--- src/rtl/lfsr_noise_bank_pkg.sv ---
// rtl/lfsr_noise_bank_pkg.sv - shared constants and LFSR helper functions for the noise bank
package noise_pkg;

  localparam logic [31:0] GOLDEN       = 32'h9E37_79B9;
  localparam logic [31:0] DEFAULT_TAPS = 32'h0000_00C4;
  localparam logic [31:0] DEFAULT_SEED = 32'hABAB_ABAB;

  // Mask covering the low `width` bits of a 32-bit word.
  function automatic logic [31:0] width_mask(input int width);
    return (width >= 32) ? 32'hFFFF_FFFF : ((32'd1 << width) - 32'd1);
  endfunction

  // One Galois step: the MSB recirculates into bit 0 and is XORed into every tapped bit above 0.
  function automatic logic [31:0] galois_step(input logic [31:0] sr, input logic [31:0] taps,
                                              input int width);
    logic        b;
    logic [31:0] nxt;
    b   = sr[5'(width - 1)];
    nxt = ((sr << 1) | {31'd0, b}) ^ ({32{b}} & taps & ~32'd1);
    return nxt & width_mask(width);
  endfunction

  // Per-channel seed spread by the golden-ratio constant; an all-zero state would lock up, so use 1.
  function automatic logic [31:0] chan_seed(input logic [31:0] seed, input int c, input int width);
    logic [31:0] s;
    s = (seed ^ (32'(c) * GOLDEN)) & width_mask(width);
    return (s == 32'd0) ? 32'd1 : s;
  endfunction

endpackage

--- src/rtl/lfsr_noise_bank_if.sv ---
// rtl/lfsr_noise_bank_if.sv - control, reseed and output stream bundle of the noise bank
interface lfsr_noise_bank_if #(
  parameter int WIDTH    = 32,
  parameter int CHANNELS = 4,
  parameter int OUT_BITS = 8,
  parameter int SEL_W    = (CHANNELS > 1) ? $clog2(CHANNELS) : 1
);
  logic                         enable;
  logic                         seed_load;
  logic [SEL_W-1:0]             seed_chan;
  logic [WIDTH-1:0]             seed_value;
  logic [CHANNELS*OUT_BITS-1:0] out_data;
  logic                         out_valid;
  logic                         out_ready;
  logic [CHANNELS-1:0]          random_bits;
  logic                         seed_err;

  modport master (
    input  enable, seed_load, seed_chan, seed_value, out_ready,
    output out_data, out_valid, random_bits, seed_err
  );

  modport slave (
    output enable, seed_load, seed_chan, seed_value, out_ready,
    input  out_data, out_valid, random_bits, seed_err
  );
endinterface

--- src/rtl/lfsr_noise_bank_lfsr_galois.sv ---
// rtl/lfsr_noise_bank_lfsr_galois.sv - single Galois LFSR channel with step and reseed
module lfsr_galois
  import noise_pkg::*;
#(
  parameter int          WIDTH = 32,
  parameter logic [31:0] TAPS  = DEFAULT_TAPS,
  parameter logic [31:0] INIT  = 32'h0000_0001
) (
  input  logic             clk,
  input  logic             reset,
  input  logic             step,
  input  logic             load,
  input  logic [WIDTH-1:0] load_value,
  output logic [WIDTH-1:0] state,
  output logic             msb
);

  // reseed wins over stepping; a zero reseed is replaced by 1 so the register never locks
  always_ff @(posedge clk) begin
    if (!reset) begin
      state <= WIDTH'(INIT);
    end else if (load) begin
      state <= (load_value == '0) ? WIDTH'(1) : load_value;
    end else if (step) begin
      state <= WIDTH'(galois_step(32'(state), TAPS, WIDTH));
    end
  end

  assign msb = state[WIDTH-1];

endmodule

--- src/rtl/lfsr_noise_bank.sv ---
// rtl/lfsr_noise_bank.sv - multi-channel LFSR noise bank packing serial bits into valid/ready words
module lfsr_noise_bank
  import noise_pkg::*;
#(
  parameter int          WIDTH    = 32,
  parameter logic [31:0] TAPS     = DEFAULT_TAPS,
  parameter logic [31:0] SEED     = DEFAULT_SEED,
  parameter int          CHANNELS = 4,
  parameter int          OUT_BITS = 8
) (
  input logic               clk,
  input logic               reset,
  lfsr_noise_bank_if.master bus
);

  localparam int               CNT_W    = $clog2(OUT_BITS + 1);
  localparam logic [CNT_W-1:0] CNT_FULL = CNT_W'(OUT_BITS);

  logic [CNT_W-1:0]             cnt;
  logic [OUT_BITS-1:0]          acc [CHANNELS];
  logic [CHANNELS*OUT_BITS-1:0] acc_flat;
  logic [WIDTH-1:0]             lfsr_state [CHANNELS];
  logic [CHANNELS-1:0]          msb;
  logic [CHANNELS-1:0]          load_sel;
  logic                         load_hit;
  logic                         full;
  logic                         hold;
  logic                         step;
  logic                         xfer;

  // An out-of-range channel makes the whole strobe a no-op, so it neither stalls nor clears cnt.
  assign load_hit = bus.seed_load && (32'(bus.seed_chan) < CHANNELS);
  assign load_sel = load_hit ? (CHANNELS'(1) << bus.seed_chan) : '0;
  assign full     = (cnt == CNT_FULL);
  // Full accumulators with an unaccepted word in the output register: freeze every channel.
  assign hold     = full && bus.out_valid && !bus.out_ready;
  assign step     = bus.enable && !load_hit && !hold;
  assign xfer     = full && (!bus.out_valid || bus.out_ready);

  assign bus.random_bits = msb;

  // flatten the per-channel accumulators into output word layout
  always_comb begin
    acc_flat = '0;
    for (int c = 0; c < CHANNELS; c++) begin
      acc_flat[c*OUT_BITS +: OUT_BITS] = acc[c];
    end
  end

  for (genvar c = 0; c < CHANNELS; c++) begin : g_chan
    lfsr_galois #(
      .WIDTH (WIDTH),
      .TAPS  (TAPS),
      .INIT  (chan_seed(SEED, c, WIDTH))
    ) u_lfsr (
      .clk        (clk),
      .reset      (reset),
      .step       (step),
      .load       (load_sel[c]),
      .load_value (bus.seed_value),
      .state      (lfsr_state[c]),
      .msb        (msb[c])
    );

    // a live channel must never reach the all-zero lock-up state
    always_ff @(posedge clk) begin
      if (reset) begin
        assert (lfsr_state[c] != '0);
      end
    end
  end

  // shared bit counter, accumulators, output register and reseed error pulse
  always_ff @(posedge clk) begin
    if (!reset) begin
      cnt          <= '0;
      bus.out_valid <= 1'b0;
      bus.out_data  <= '0;
      bus.seed_err  <= 1'b0;
      for (int c = 0; c < CHANNELS; c++) begin
        acc[c] <= '0;
      end
    end else begin
      bus.seed_err <= load_hit && (bus.seed_value == '0);

      if (xfer) begin
        bus.out_data  <= acc_flat;
        bus.out_valid <= 1'b1;
      end else if (bus.out_valid && bus.out_ready) begin
        bus.out_valid <= 1'b0;
      end

      // a transfer restarts the word; a step in the same cycle becomes its first bit
      if (load_hit) begin
        cnt <= '0;
      end else if (xfer) begin
        cnt <= step ? CNT_W'(1) : '0;
      end else if (step) begin
        cnt <= cnt + 1'b1;
      end

      if (step) begin
        for (int c = 0; c < CHANNELS; c++) begin
          acc[c] <= (acc[c] << 1) | OUT_BITS'(msb[c]);
        end
      end
    end
  end

endmodule

--- src/flat_wrapper.sv ---
// flat-port wrapper written by rule: the top's interface ports become plain ports
module lfsr_noise_bank_flat import noise_pkg::*;
#(
  parameter int          WIDTH    = 32,
  parameter logic [31:0] TAPS     = DEFAULT_TAPS,
  parameter logic [31:0] SEED     = DEFAULT_SEED,
  parameter int          CHANNELS = 4,
  parameter int          OUT_BITS = 8
)
  (clk, reset, bus_enable, bus_seed_load, bus_seed_chan, bus_seed_value, bus_out_ready, bus_out_data, bus_out_valid, bus_random_bits, bus_seed_err);
  lfsr_noise_bank_if #(.WIDTH(WIDTH), .CHANNELS(CHANNELS), .OUT_BITS(OUT_BITS)) bus_i ();
  input logic clk;
  input logic reset;
  input wire logic [$bits(bus_i.enable)-1:0] bus_enable;
  input wire logic [$bits(bus_i.seed_load)-1:0] bus_seed_load;
  input wire logic [$bits(bus_i.seed_chan)-1:0] bus_seed_chan;
  input wire logic [$bits(bus_i.seed_value)-1:0] bus_seed_value;
  input wire logic [$bits(bus_i.out_ready)-1:0] bus_out_ready;
  output wire logic [$bits(bus_i.out_data)-1:0] bus_out_data;
  output wire logic [$bits(bus_i.out_valid)-1:0] bus_out_valid;
  output wire logic [$bits(bus_i.random_bits)-1:0] bus_random_bits;
  output wire logic [$bits(bus_i.seed_err)-1:0] bus_seed_err;
  assign bus_i.enable = bus_enable;
  assign bus_i.seed_load = bus_seed_load;
  assign bus_i.seed_chan = bus_seed_chan;
  assign bus_i.seed_value = bus_seed_value;
  assign bus_i.out_ready = bus_out_ready;
  assign bus_out_data = bus_i.out_data;
  assign bus_out_valid = bus_i.out_valid;
  assign bus_random_bits = bus_i.random_bits;
  assign bus_seed_err = bus_i.seed_err;
  lfsr_noise_bank #(.WIDTH(WIDTH), .TAPS(TAPS), .SEED(SEED), .CHANNELS(CHANNELS), .OUT_BITS(OUT_BITS)) u_core (.clk(clk), .reset(reset), .bus(bus_i));
endmodule
--- config.mk ---
export PLATFORM = sky130hd
export DESIGN_NAME = lfsr_noise_bank_flat
export DESIGN_NICKNAME = d
export VERILOG_FILES = /design/src/rtl/lfsr_noise_bank_pkg.sv /design/src/rtl/lfsr_noise_bank_if.sv /design/src/rtl/lfsr_noise_bank_lfsr_galois.sv /design/src/rtl/lfsr_noise_bank.sv /design/src/flat_wrapper.sv
export SDC_FILE = /design/constraint.sdc
export NUM_CORES = 1
export LEC_CHECK = 0
export ABC_AREA = 0
export CORE_MARGIN = 1.5
export CORE_UTILIZATION = 40
export DETAILED_ROUTE_END_ITERATION = 8
export HOLD_SLACK_MARGIN = 0.15
export REMOVE_ABC_BUFFERS = 1
export SLEW_MARGIN = 30
export SYNTH_ARGS = -nofsm -noshare
export SYNTH_HDL_FRONTEND = slang
export SYNTH_SLANG_ARGS = --single-unit
--- constraint.sdc ---
create_clock -name clk -period 2.5 [get_ports clk]
set_input_delay 0.25 -clock clk [delete_from_list [all_inputs] [get_ports clk]]
set_output_delay 0.25 -clock clk [all_outputs]
set_load 0.03 [all_outputs]
==> qor.csv <==
metric,value,unit
die_height,140,µm
cts_made_buffers,17,
synth-warning-count,0,
full_die_area,0.0196,mm²
worstSetupStartpointType,flip-flop,
first_global_vias,5662,
timing.final.crit_period,2.01,ns
end_kind,flip-flop,
post_route_cells_drive_above_1_share,7.80,%
detail_route.first_pass.iterations,4,
clock_tree.buffer_depth,2,
ctsHoldBuffers,0,
fmaxAchievable,498,MHz
insertion_delay,0.43,ns
maxSlewHeadroom,62.0,%
p_seq_share,49.3,%
swShare,26.1,%
fin_worst_skew,0.00977,ns
finish.net_count,925,
synthCells,843,
tritoncts,yes,
global_route.overflow_total,0,
post_synth_instance_area,0.00752,mm²
synth_cell_type_count,41,
slew_at_the_pin_with_the_worst_max_slew_slack,0.565,ns
floorplan.io_pins,77,
antenna_violating_nets_post_route,0,
fin_tns_setup,0,ns
wire_per_inst,17.0,µm
setup_repair_after_global_routing_missed_its_margin,no,
insertedDiodeCount,0,
detail_route.wirelength,19.1,mm
pin_count_of_the_biggest_net_entering_global_routing,63,
met2_length,8.85,mm
preCtsSetupSlack,0.405,ns
worst_hold_path_type,input port to flip-flop,
power.ir.vdd_worst,0.489,mV
dp_hpwl,11.5,mm
highest_layer,met4,
final_critical_path_setup_slack,0.492,ns
setup_viol_count_final,0,
finalWeightedCongestion,0.752,
die_x,140,µm
grt_first_pass_wirelength,31.1,mm
cts.sinks,170,
met3_wirelength,856,µm
synth-edff-count,32,
io_buffer_count,76,
most-common-layout-cells,"sky130_fd_sc_hd__dfxtp_1, sky130_fd_sc_hd__nor3_1, sky130_fd_sc_hd__nor2_1, sky130_fd_sc_hd__clkdlybuf4s50_1, sky130_fd_sc_hd__nand2_1",
viasPerCell,5.50,
wl_met1,9.25,mm
grt.total_usage,20.1,%
critPathRequiredTime,2.68,ns
maxCapViolations,0,
path_clk_slew,0.07,ns
timing.setup.critical_path_class,flip-flop to flip-flop,
switching_power,1.61,mW
yosysSeqAreaShare,49.5,%
worst-path-max-fanout,32,
remaining_drc_errors,0,
area.growth.synth_to_final,19.2,%
layout.cells.most_common,sky130_fd_sc_hd__dfxtp_1,
final_hold_viol_count,0,
outcome,"finished, final reports clean",
drt_first_iter_violations,450,
cts-root-buf,sky130_fd_sc_hd__clkbuf_16,
n_fill_cell,1742,
power_per_cell_area,687,mW/mm²
internal_power,4.55,mW
timing.critical_path.arrival,2.19,ns
power.combinational.fraction,9.4,%
cts_setup_buffers,0,
initial_antenna_violation_count,0,
core_region_area,0.0182,mm²
ys_async_sr_fraction,0,%
initial_utilization,41.3,%
min_period_over_period,80.3,%
total_leakage_power,3.28,nW
h_tree_depth,4,
ys_dominant_reg_cell,sky130_fd_sc_hd__dfxtp_1,
maxSlewViolCount,0,
ys_seq_elements,170,
p_clk_share,41.4,%
r2r_setup_slack,0.49,ns
post_synth.cell_area_avg,8.92,µm²
vias,6196,
cts_resized,0,
core.rowCount,49,
[power groups by stage]
| stage | Combinational [mW] | Sequential, mW | Clock (mW) |
|---|---|---|---|
| 2_1_floorplan | 0.316 | 3.08 | 0 |
| 3_3_place_gp | 0.573 | 3.09 | 0 |
| 6_report | 0.576 | 3.03 | 2.55 |
| 5_1_grt | 0.640 | 3.05 | 2.72 |
| 4_1_cts | 0.580 | 3.03 | 2.60 |
| 3_5_place_dp | 0.578 | 3.09 | 0 |
[cells by family (layout without fill, tap and decap cells)]
group	count (synthesis)	after routing	synth area share [%]
adder cells (fa/ha/maj)	2	2	0.333
XOR/XNOR	3	3	0.350
buffers and inverters	84	138	6.01
AND/OR/NAND/NOR	419	419	28.8
AO/OA/AOI/OAI	165	165	15.0
flip-flops	170	170	49.5
[worst paths after layout]
| path | startpoint | to | cells past startpoint |
|---|---|---|---|
| setup / recovery | u_core.cnt[0] | u_core.acc[0][5] | 7 |
| hold / removal | reset | u_core.g_chan[1].u_lfsr.state[26] | 2 |
| setup reg to reg | u_core.cnt[0] | u_core.acc[0][5] | 7 |
| hold reg to reg | u_core.bus.out_data[20] | u_core.bus.out_data[20] | 2 |
[cell usage after synthesis (2+ instances only)]
cell | number | area share [%]
sky130_fd_sc_hd__dfxtp_1 | 138 | 37
sky130_fd_sc_hd__nor3_1 | 118 | 7.9
sky130_fd_sc_hd__nor2_1 | 101 | 5.0
sky130_fd_sc_hd__nand2_1 | 73 | 3.6
sky130_fd_sc_hd__o21ai_0 | 70 | 4.7
sky130_fd_sc_hd__and2_1 | 33 | 2.7
sky130_fd_sc_hd__clkbuf_1 | 32 | 1.6
sky130_fd_sc_hd__edfxtp_1 | 32 | 13
sky130_fd_sc_hd__buf_2 | 31 | 2.1
sky130_fd_sc_hd__a21boi_0 | 29 | 2.9
sky130_fd_sc_hd__a211oi_1 | 26 | 2.6
sky130_fd_sc_hd__o211a_1 | 26 | 3.5
sky130_fd_sc_hd__nor4b_1 | 24 | 2.8
sky130_fd_sc_hd__nor3b_1 | 22 | 2.2
sky130_fd_sc_hd__nand3b_1 | 13 | 1.3
sky130_fd_sc_hd__buf_4 | 12 | 1.2
sky130_fd_sc_hd__nand3_1 | 10 | 0.67
sky130_fd_sc_hd__buf_6 | 7 | 1.0
sky130_fd_sc_hd__nor4_1 | 7 | 0.58
sky130_fd_sc_hd__a21boi_1 | 5 | 0.50
sky130_fd_sc_hd__o21ai_1 | 5 | 0.33
sky130_fd_sc_hd__and3_1 | 3 | 0.25
sky130_fd_sc_hd__nand2b_1 | 3 | 0.25
sky130_fd_sc_hd__ha_1 | 2 | 0.33
sky130_fd_sc_hd__inv_1 | 2 | 0.10
sky130_fd_sc_hd__nand4_1 | 2 | 0.17
sky130_fd_sc_hd__nor2b_1 | 2 | 0.17
sky130_fd_sc_hd__xor2_1 | 2 | 0.23
[flip-flops by register name, indices dropped and copies added (netlist names)]
name                        cells
u_core.acc                     32
u_core.bus.out_data            32
u_core.bus.out_valid            1
u_core.bus.seed_err             1
u_core.cnt                      4
u_core.g_chan.u_lfsr.state    100
[critical path, cell delays in order (launching register included)]
cell	delay, ns
sky130_fd_sc_hd__dfxtp_1	0.35
sky130_fd_sc_hd__inv_1	0.07
sky130_fd_sc_hd__ha_1	0.20
sky130_fd_sc_hd__nand3b_4	0.27
sky130_fd_sc_hd__o21ai_1	0.37
sky130_fd_sc_hd__nor2_1	0.09
sky130_fd_sc_hd__buf_4	0.23
sky130_fd_sc_hd__and2_1	0.19
[cell type report]
type / count / area, µm² / share of cell area [%]
Inverter: 2 / 7.51 / 0.0838
Clock buffer: 18 / 439 / 4.90
Sequential cell: 170 / 3720 / 41.6
Clock inverter: 14 / 128 / 1.42
Multi-Input combinational cell: 589 / 3360 / 37.5
Tap cell: 229 / 287 / 3.20
Timing Repair Buffer: 104 / 1020 / 11.4
[stage by stage]
stage          hold WS, ns  util [%]  cell area, µm²  instances  power, mW
6_report             0.181      49.2            8960       1126       6.15
5_1_grt              0.200      49.2            8960       1126       6.41
4_1_cts              0.163      49.2            8960       1126       6.21
3_5_place_dp         0.453      46.1            8390       1094       3.67
3_3_place_gp         0.451      46.1            8390       1094       3.66
2_1_floorplan        0.322         -            7070        761       3.39
[layer usage]
metal | vias up | global-route usage (%)
li1 | 3056 | -
met5 | - | 0
met1 | 2984 | 28.3
met4 | 0 | 4.76
met3 | 12 | 4.68
met2 | 144 | 31.1
Note: power is estimated with default switching activity, not from simulation.
